### config.mk
export PLATFORM = sky130hd
export DESIGN_NAME = sobel_mag_pipe_flat
export DESIGN_NICKNAME = d
export VERILOG_FILES = /design/src/rtl/sobel_mag_pipe_if.sv /design/src/rtl/sobel_mag_pipe.sv /design/src/flat_wrapper.sv
export SDC_FILE = /design/constraint.sdc
export NUM_CORES = 2
export LEC_CHECK = 0
export CORE_MARGIN = 3
export CORE_UTILIZATION = 35
export DETAILED_ROUTE_END_ITERATION = 10
export GPL_ROUTABILITY_DRIVEN = 1
export GPL_TIMING_DRIVEN = 0
export PLACE_DENSITY = 0.47
export RECOVER_POWER = 50
export SYNTH_ARGS = -nofsm -noshare
export SYNTH_HDL_FRONTEND = slang
export SYNTH_SLANG_ARGS = --single-unit
export TNS_END_PERCENT = 50
### constraint.sdc
create_clock -name clk -period 22.8 [get_ports clk]
set_clock_uncertainty 0.2 [all_clocks]
set_input_delay 5.7 -clock clk [delete_from_list [all_inputs] [get_ports clk]]
set_output_delay 5.7 -clock clk [all_outputs]
set_load 0.02 [all_outputs]
### src/rtl/sobel_mag_pipe_if.sv
// Handshake/bus bundle for sobel_mag_pipe: window input side and magnitude output side.
// Ports: in_valid/in_ready/mode/el1..el9 (window in), out_valid/out_ready/mag/gx/gy (result out).
// Optional SOBEL_MAG_THRESH_EN adds thresh (with window) and edge_hit (with result).
interface sobel_mag_pipe_if #(
    parameter int PIX_W = 8
);
    localparam int MAG_W = PIX_W + 3;

    logic                    in_valid;
    logic                    in_ready;
    logic                    mode;       // 0 = L2 magnitude, 1 = L1 magnitude
    logic [PIX_W-1:0]        el1, el2, el3, el4, el5, el6, el7, el8, el9;
    logic                    out_valid;
    logic                    out_ready;
    logic [MAG_W-1:0]        mag;
    logic signed [MAG_W-1:0] gx;
    logic signed [MAG_W-1:0] gy;
`ifdef SOBEL_MAG_THRESH_EN
    logic [MAG_W-1:0]        thresh;
    // 'edge' is a reserved word, so the edge flag is named edge_hit
    logic                    edge_hit;
`endif

    // master: window producer + result consumer
    modport master (
        output in_valid, mode, el1, el2, el3, el4, el5, el6, el7, el8, el9, out_ready,
`ifdef SOBEL_MAG_THRESH_EN
        output thresh,
        input  edge_hit,
`endif
        input  in_ready, out_valid, mag, gx, gy
    );

    // slave: the magnitude engine
    modport slave (
        input  in_valid, mode, el1, el2, el3, el4, el5, el6, el7, el8, el9, out_ready,
`ifdef SOBEL_MAG_THRESH_EN
        input  thresh,
        output edge_hit,
`endif
        output in_ready, out_valid, mag, gx, gy
    );
endinterface

### src/rtl/sobel_mag_pipe.sv
// Pipelined Sobel edge magnitude: Gx/Gy, then floor-L2 (non-restoring sqrt) or L1 magnitude.
// Latency 3+MAG_W advancing cycles (14 for PIX_W=8); one window per cycle throughput.
// Backpressure: whole pipe stalls when out_valid && !out_ready; in_ready = !out_valid || out_ready.
// Ports: clk, rst (sync, active-high), io (sobel_mag_pipe_if.slave). Optional macro SOBEL_MAG_THRESH_EN.
module sobel_mag_pipe #(
    parameter int PIX_W = 8
) (
    input  logic             clk,
    input  logic             rst,
    sobel_mag_pipe_if.slave  io
);
    localparam int MAG_W = PIX_W + 3;

    // One non-restoring sqrt iteration: shift in two radicand bits, add or subtract
    // the trial term depending on the remainder sign, then append one root bit.
    // Returns {remainder, root}.
    function automatic logic [2*MAG_W+1:0] sqrt_step(
        input logic signed [MAG_W+1:0] r,
        input logic [MAG_W-1:0]        q,
        input logic [1:0]              d
    );
        logic signed [MAG_W+1:0] rs;
        logic signed [MAG_W+1:0] rn;
        logic [MAG_W-1:0]        qn;
        rs = {r[MAG_W-1:0], d};
        if (!r[MAG_W+1]) rn = rs - {q, 2'b01};
        else             rn = rs + {q, 2'b11};
        qn = {q[MAG_W-2:0], ~rn[MAG_W+1]};
        return {rn, qn};
    endfunction

    function automatic logic signed [MAG_W-1:0] ext(input logic [PIX_W-1:0] p);
        return $signed({3'b000, p});
    endfunction

    logic adv;
    assign adv         = !io.out_valid || io.out_ready;
    assign io.in_ready = adv;

    // stage 1: gradients
    logic                    v1, m1;
    logic signed [MAG_W-1:0] gx1, gy1, gx_c, gy_c;
    // stage 2: squared sum and L1 sum
    logic                    v2, m2;
    logic signed [MAG_W-1:0] gx2, gy2;
    logic [2*MAG_W-1:0]      sq2, sq_c;
    logic [MAG_W-1:0]        l12, l1_c, ax, ay;
    // sqrt stages: index 0 is the radicand stage, index MAG_W is the output register
    logic                    sv   [0:MAG_W];
    logic signed [MAG_W-1:0] sgx  [0:MAG_W];
    logic signed [MAG_W-1:0] sgy  [0:MAG_W];
    logic [MAG_W-1:0]        sq_q [0:MAG_W];
    logic                    sm   [0:MAG_W-1];
    logic signed [MAG_W+1:0] sr   [0:MAG_W-1];
    logic [2*MAG_W-1:0]      srad [0:MAG_W-1];
    logic signed [MAG_W+1:0] nr   [1:MAG_W];
    logic [MAG_W-1:0]        nq   [1:MAG_W];

    assign gx_c = ext(io.el3) + (ext(io.el6) <<< 1) + ext(io.el9)
                - ext(io.el1) - (ext(io.el4) <<< 1) - ext(io.el7);
    assign gy_c = ext(io.el7) + (ext(io.el8) <<< 1) + ext(io.el9)
                - ext(io.el1) - (ext(io.el2) <<< 1) - ext(io.el3);

    // |G| <= 4*(2^PIX_W-1), so the negation never overflows MAG_W bits
    assign ax   = gx1[MAG_W-1] ? MAG_W'(-gx1) : MAG_W'(gx1);
    assign ay   = gy1[MAG_W-1] ? MAG_W'(-gy1) : MAG_W'(gy1);
    assign sq_c = {{MAG_W{1'b0}}, ax} * {{MAG_W{1'b0}}, ax}
                + {{MAG_W{1'b0}}, ay} * {{MAG_W{1'b0}}, ay};
    assign l1_c = ax + ay;

    // L1 windows hold their preloaded result unchanged through the sqrt stages
    always_comb begin
        for (int j = 1; j <= MAG_W; j++) begin
            {nr[j], nq[j]} = sm[j-1] ? {sr[j-1], sq_q[j-1]}
                                     : sqrt_step(sr[j-1], sq_q[j-1], srad[j-1][2*(MAG_W-j) +: 2]);
        end
    end

    always_ff @(posedge clk) begin
        if (rst) begin
            v1  <= 1'b0;  m1  <= 1'b0;  gx1 <= '0;  gy1 <= '0;
            v2  <= 1'b0;  m2  <= 1'b0;  gx2 <= '0;  gy2 <= '0;
            sq2 <= '0;    l12 <= '0;
            for (int j = 0; j <= MAG_W; j++) begin
                sv[j] <= 1'b0;  sgx[j] <= '0;  sgy[j] <= '0;  sq_q[j] <= '0;
            end
            for (int j = 0; j < MAG_W; j++) begin
                sm[j] <= 1'b0;  sr[j] <= '0;  srad[j] <= '0;
            end
        end else if (adv) begin
            v1  <= io.in_valid;  m1  <= io.mode;  gx1 <= gx_c;  gy1 <= gy_c;
            v2  <= v1;  m2  <= m1;  gx2 <= gx1;  gy2 <= gy1;
            sq2 <= sq_c;  l12 <= l1_c;
            sv[0]   <= v2;   sm[0]  <= m2;   sgx[0] <= gx2;  sgy[0] <= gy2;
            srad[0] <= sq2;  sr[0]  <= '0;
            sq_q[0] <= m2 ? l12 : '0;
            for (int j = 1; j <= MAG_W; j++) begin
                sv[j]   <= sv[j-1];
                sgx[j]  <= sgx[j-1];
                sgy[j]  <= sgy[j-1];
                sq_q[j] <= nq[j];
            end
            for (int j = 1; j < MAG_W; j++) begin
                sm[j]   <= sm[j-1];
                sr[j]   <= nr[j];
                srad[j] <= srad[j-1];
            end
        end
    end

    assign io.out_valid = sv[MAG_W];
    assign io.mag       = sq_q[MAG_W];
    assign io.gx        = sgx[MAG_W];
    assign io.gy        = sgy[MAG_W];

`ifdef SOBEL_MAG_THRESH_EN
    logic [MAG_W-1:0] th1, th2;
    logic [MAG_W-1:0] sth [0:MAG_W-1];
    logic             edge_q;

    // threshold rides alongside its window; the compare uses the final root value
    always_ff @(posedge clk) begin
        if (rst) begin
            th1 <= '0;  th2 <= '0;  edge_q <= 1'b0;
            for (int j = 0; j < MAG_W; j++) sth[j] <= '0;
        end else if (adv) begin
            th1    <= io.thresh;
            th2    <= th1;
            sth[0] <= th2;
            for (int j = 1; j < MAG_W; j++) sth[j] <= sth[j-1];
            edge_q <= (nq[MAG_W] >= sth[MAG_W-1]);
        end
    end

    assign io.edge_hit = edge_q;
`endif
endmodule

### src/flat_wrapper.sv
// flat-port wrapper written by rule: the top's interface ports become plain ports
module sobel_mag_pipe_flat 
#(
    parameter int PIX_W = 8
)
  (clk, rst, io_in_valid, io_mode, io_el1, io_el2, io_el3, io_el4, io_el5, io_el6, io_el7, io_el8, io_el9, io_out_ready, io_in_ready, io_out_valid, io_mag, io_gx, io_gy);
  sobel_mag_pipe_if #(.PIX_W(PIX_W)) io_i ();
  input  logic clk;
  input  logic rst;
  input wire logic [$bits(io_i.in_valid)-1:0] io_in_valid;
  input wire logic [$bits(io_i.mode)-1:0] io_mode;
  input wire logic [$bits(io_i.el1)-1:0] io_el1;
  input wire logic [$bits(io_i.el2)-1:0] io_el2;
  input wire logic [$bits(io_i.el3)-1:0] io_el3;
  input wire logic [$bits(io_i.el4)-1:0] io_el4;
  input wire logic [$bits(io_i.el5)-1:0] io_el5;
  input wire logic [$bits(io_i.el6)-1:0] io_el6;
  input wire logic [$bits(io_i.el7)-1:0] io_el7;
  input wire logic [$bits(io_i.el8)-1:0] io_el8;
  input wire logic [$bits(io_i.el9)-1:0] io_el9;
  input wire logic [$bits(io_i.out_ready)-1:0] io_out_ready;
  output wire logic [$bits(io_i.in_ready)-1:0] io_in_ready;
  output wire logic [$bits(io_i.out_valid)-1:0] io_out_valid;
  output wire logic [$bits(io_i.mag)-1:0] io_mag;
  output wire logic [$bits(io_i.gx)-1:0] io_gx;
  output wire logic [$bits(io_i.gy)-1:0] io_gy;
  assign io_i.in_valid = io_in_valid;
  assign io_i.mode = io_mode;
  assign io_i.el1 = io_el1;
  assign io_i.el2 = io_el2;
  assign io_i.el3 = io_el3;
  assign io_i.el4 = io_el4;
  assign io_i.el5 = io_el5;
  assign io_i.el6 = io_el6;
  assign io_i.el7 = io_el7;
  assign io_i.el8 = io_el8;
  assign io_i.el9 = io_el9;
  assign io_i.out_ready = io_out_ready;
  assign io_in_ready = io_i.in_ready;
  assign io_out_valid = io_i.out_valid;
  assign io_mag = io_i.mag;
  assign io_gx = io_i.gx;
  assign io_gy = io_i.gy;
  sobel_mag_pipe #(.PIX_W(PIX_W)) u_core (.clk(clk), .rst(rst), .io(io_i));
endmodule
==> run summary <==
Status: finished with violations
Failing checks: max-capacitance violations, max-slew violations
Dpl cell area: 48,200 um^2
FF+latch count, synth: 751
Mapped Cells: 4,001
WL final: 102,000 um
DIE AREA: 133,000 um^2
Die height: 364 um
Synth top area cells: edfxtp_1 45%, fa_1 9.4%, ha_1 7.3%, and2_1 5.4%, xnor2_1 3.6%
Number of global-route vias before repair: 29,100
Final ANT Viol Nets: 0
Origin of the critical flop-to-flop path: u_core.sv[11]
Worst path max stage delay: 3.02 ns
Gpl congestion: 0.814
WP data required: 22.88 ns
Final setup TNS: 0 ns
Data arrival, critical path: 16.11 ns
Worst rel slew slack: -315%
Num rows: 130
CTS root buf: clkbuf_16
Initial DRC Count: 1,467
Worst Setup SP: io_out_ready
Netlist cell types: 65
Startpoint Class: input port
Port bufs: 103
Fin crit share: 70.3%
Most common cell after layout, fill and taps aside: edfxtp_1
Post-synthesis async set-or-reset flop share: 0%
Fraction of layout cells with a size suffix above 1: 4.00%
Largest area contributor in the netlist: edfxtp_1
Post-Syn Area: 44,900 um^2
Fmax: 62.4 MHz
Most frequent cells in the layout: 671 x edfxtp_1, 399 x inv_1, 346 x nor2_1, 262 x ha_1, 226 x nand2_1
Num CTS Buffers: 87
Setup crit end: u_core.sgx[0][121]
Non-filler instance count after layout: 5,931
WL per Instance: 17.3 um
CTS max path bufs: 3
Dominant synthesized flop cell: edfxtp_1
Top-area cell type share of the netlist area: 44.8%
CP Capture Type: flop
Grt total ovfl: 0
TritonCTS clock tree: built
Vias: 28,000
Syn Area/Cell: 11.2 um^2
Most used cell, CP: clkbuf_1
First-pass GRT wire length: 163,000 um
Final instance area: 50,900 um^2
Slew @ Worst Pin: 6.23 ns
Worst skew pair latency: 0.65 ns
Register-to-register setup slack: 11.98 ns
Largest net degree at the start of global routing: 134
Vias per cell: 4.72
Hold buffers post-CTS: 0
RSZ-0062 raised after global routing: false
Slew Limit Fails: 320
Worst-path cell chain: dlygate4sd3_1 -> nor2b_1 -> clkbuf_1 -> clkinv_1 -> nor2_1 -> clkbuf_1 -> clkinvlp_2 -> clkbuf_1 -> buf_16
Ys Warns: 0
Reg2reg path depth: 8
CTS resizes: 0
GRT Util Overall: 15.7%
Hold crit path type: flop to flop
Seq/Total Area, Yosys: 48.4%
Total placed cells including tap cells: 5,773
I/O Pins: 112
Kind of critical path: input port to flop
Critical Path Stages: 9
EDFF count, synth: 671
Postcts setup bufs: 0
Antenna violations before repair: 2
Detail Placement HPWL: 79,200 um
Placement Setup Slack: 7.76 ns
Area Overhead vs Synth: 13.2%
Setup violators final: 0
Worst flop-to-flop path endpoint: u_core.sgx[0][121]
First-pass DRT Iterations: 7
Clock period minus final worst setup slack: 16.03 ns
Count of final hold-check violations: 0
Crit-path slowest cell: clkinvlp_2
Crit-path max FO: 133
H-Tree Level Count: 3
CTS clk-pin slew, worst paths: 0.06 ns
Final net count: 4,763
Die Width: 364 um
Initial Util: 35.5%
Bufs and invs on worst path: 7
# DRC: 0
Placeable Area: 127,000 um^2
Total clock sinks: 751
Max Cap Viol: 3
Worst setup margin: 6.77 ns
Family with the most delay on the worst path: buffers and inverters
-- sequential cells by signal, summed over array words and instances (netlist names), 12 cells and up --
name,count
u_core.srad,132
u_core.sgx,132
u_core.sr,120
u_core.sq2,21
u_core.sv,12
u_core.sgy,132
u_core.sq_q,132
-- final cells by class --
cell class / count / area [um^2]
timing repair buffer: 109 / 1120
clock buffer: 116 / 2330
sequential: 751 / 21800
multi-input combinational: 2663 / 20900
inverter: 405 / 1520
tap: 1650 / 2060
buffer: 195 / 857
clock inverter: 41 / 344
antenna: 1 / 2.50
fill: 12400 / 75700
-- cell families (layout without fill, tap and decap cells) --
| logic type | after synthesis | after routing | share of synthesized area [%] |
|---|---|---|---|
| AOI/OAI and AO/OA | 483 | 483 | 6.79 |
| DFF | 751 | 751 | 48.4 |
| adders and majority gates | 474 | 474 | 16.7 |
| buffers and inverters | 600 | 866 | 5.29 |
| other | 2 | 16 | 0.0167 |
| xor gates and xnor gates | 234 | 234 | 4.59 |
| and+or+nand+nor | 1316 | 1316 | 15.0 |
| muxes | 141 | 141 | 3.14 |
-- worst min path at each step --
stage                         startpoint             end  slack, ns  depth (start not counted)
after floorplan           u_core.sq2[13]  u_core.sq2[13]       0.22                          2
after global placement    u_core.sq2[19]  u_core.sq2[19]       0.23                          2
after detailed placement   u_core.l12[9]   u_core.l12[9]       0.24                          2
after CTS                  u_core.sq2[1]   u_core.sq2[1]       0.25                          2
after global routing       u_core.gy2[5]   u_core.gy2[5]       0.26                          2
final                      u_core.gy2[3]   u_core.gy2[3]       0.25                          2
-- synth_stat cells (36+ instances only) --
master    instances
xor2_1           48
a21oi_1         172
o21ai_0          88
a21o_1           42
nand3_1          50
dfxtp_1          80
nor2b_1          84
fa_1            212
ha_1            262
xnor2_1         185
nor2_1          346
edfxtp_1        671
o21a_1           36
inv_1           400
clkbuf_1        135
mux2i_1         140
nor3_1           72
or3_1            39
nand2_1         226
and2_1          385
-- routing by layer --
metal / track usage (%) / wire (um) / vias up
li1: - / - / 14000
met1: 19.6 / 44400 / 13400
met2: 28.5 / 51900 / 481
met3: 2.11 / 3710 / 144
met4: 4.19 / 2410 / 0
met5: 0 / 0 / -
-- through the flow --
stage          utilization (%)  hold slack, ns
3_3_place_gp              38.0           0.233
6_report                  40.2           0.246
2_1_floorplan                -           0.217
5_1_grt                   40.2           0.260
3_5_place_dp              38.1           0.238
4_1_cts                   40.2           0.248
-- worst min-delay path, delay by kind of cell, from the launching register on --
family | cells | cell delay [ns]
DFF | 1 | 0.30
and+or+nand+nor | 1 | 0.05
AOI/OAI and AO/OA | 1 | 0.05
Power is left out: the tool's default activity adds up to more than one toggle a clock period on the data nets, which glitch-free logic cannot reach.
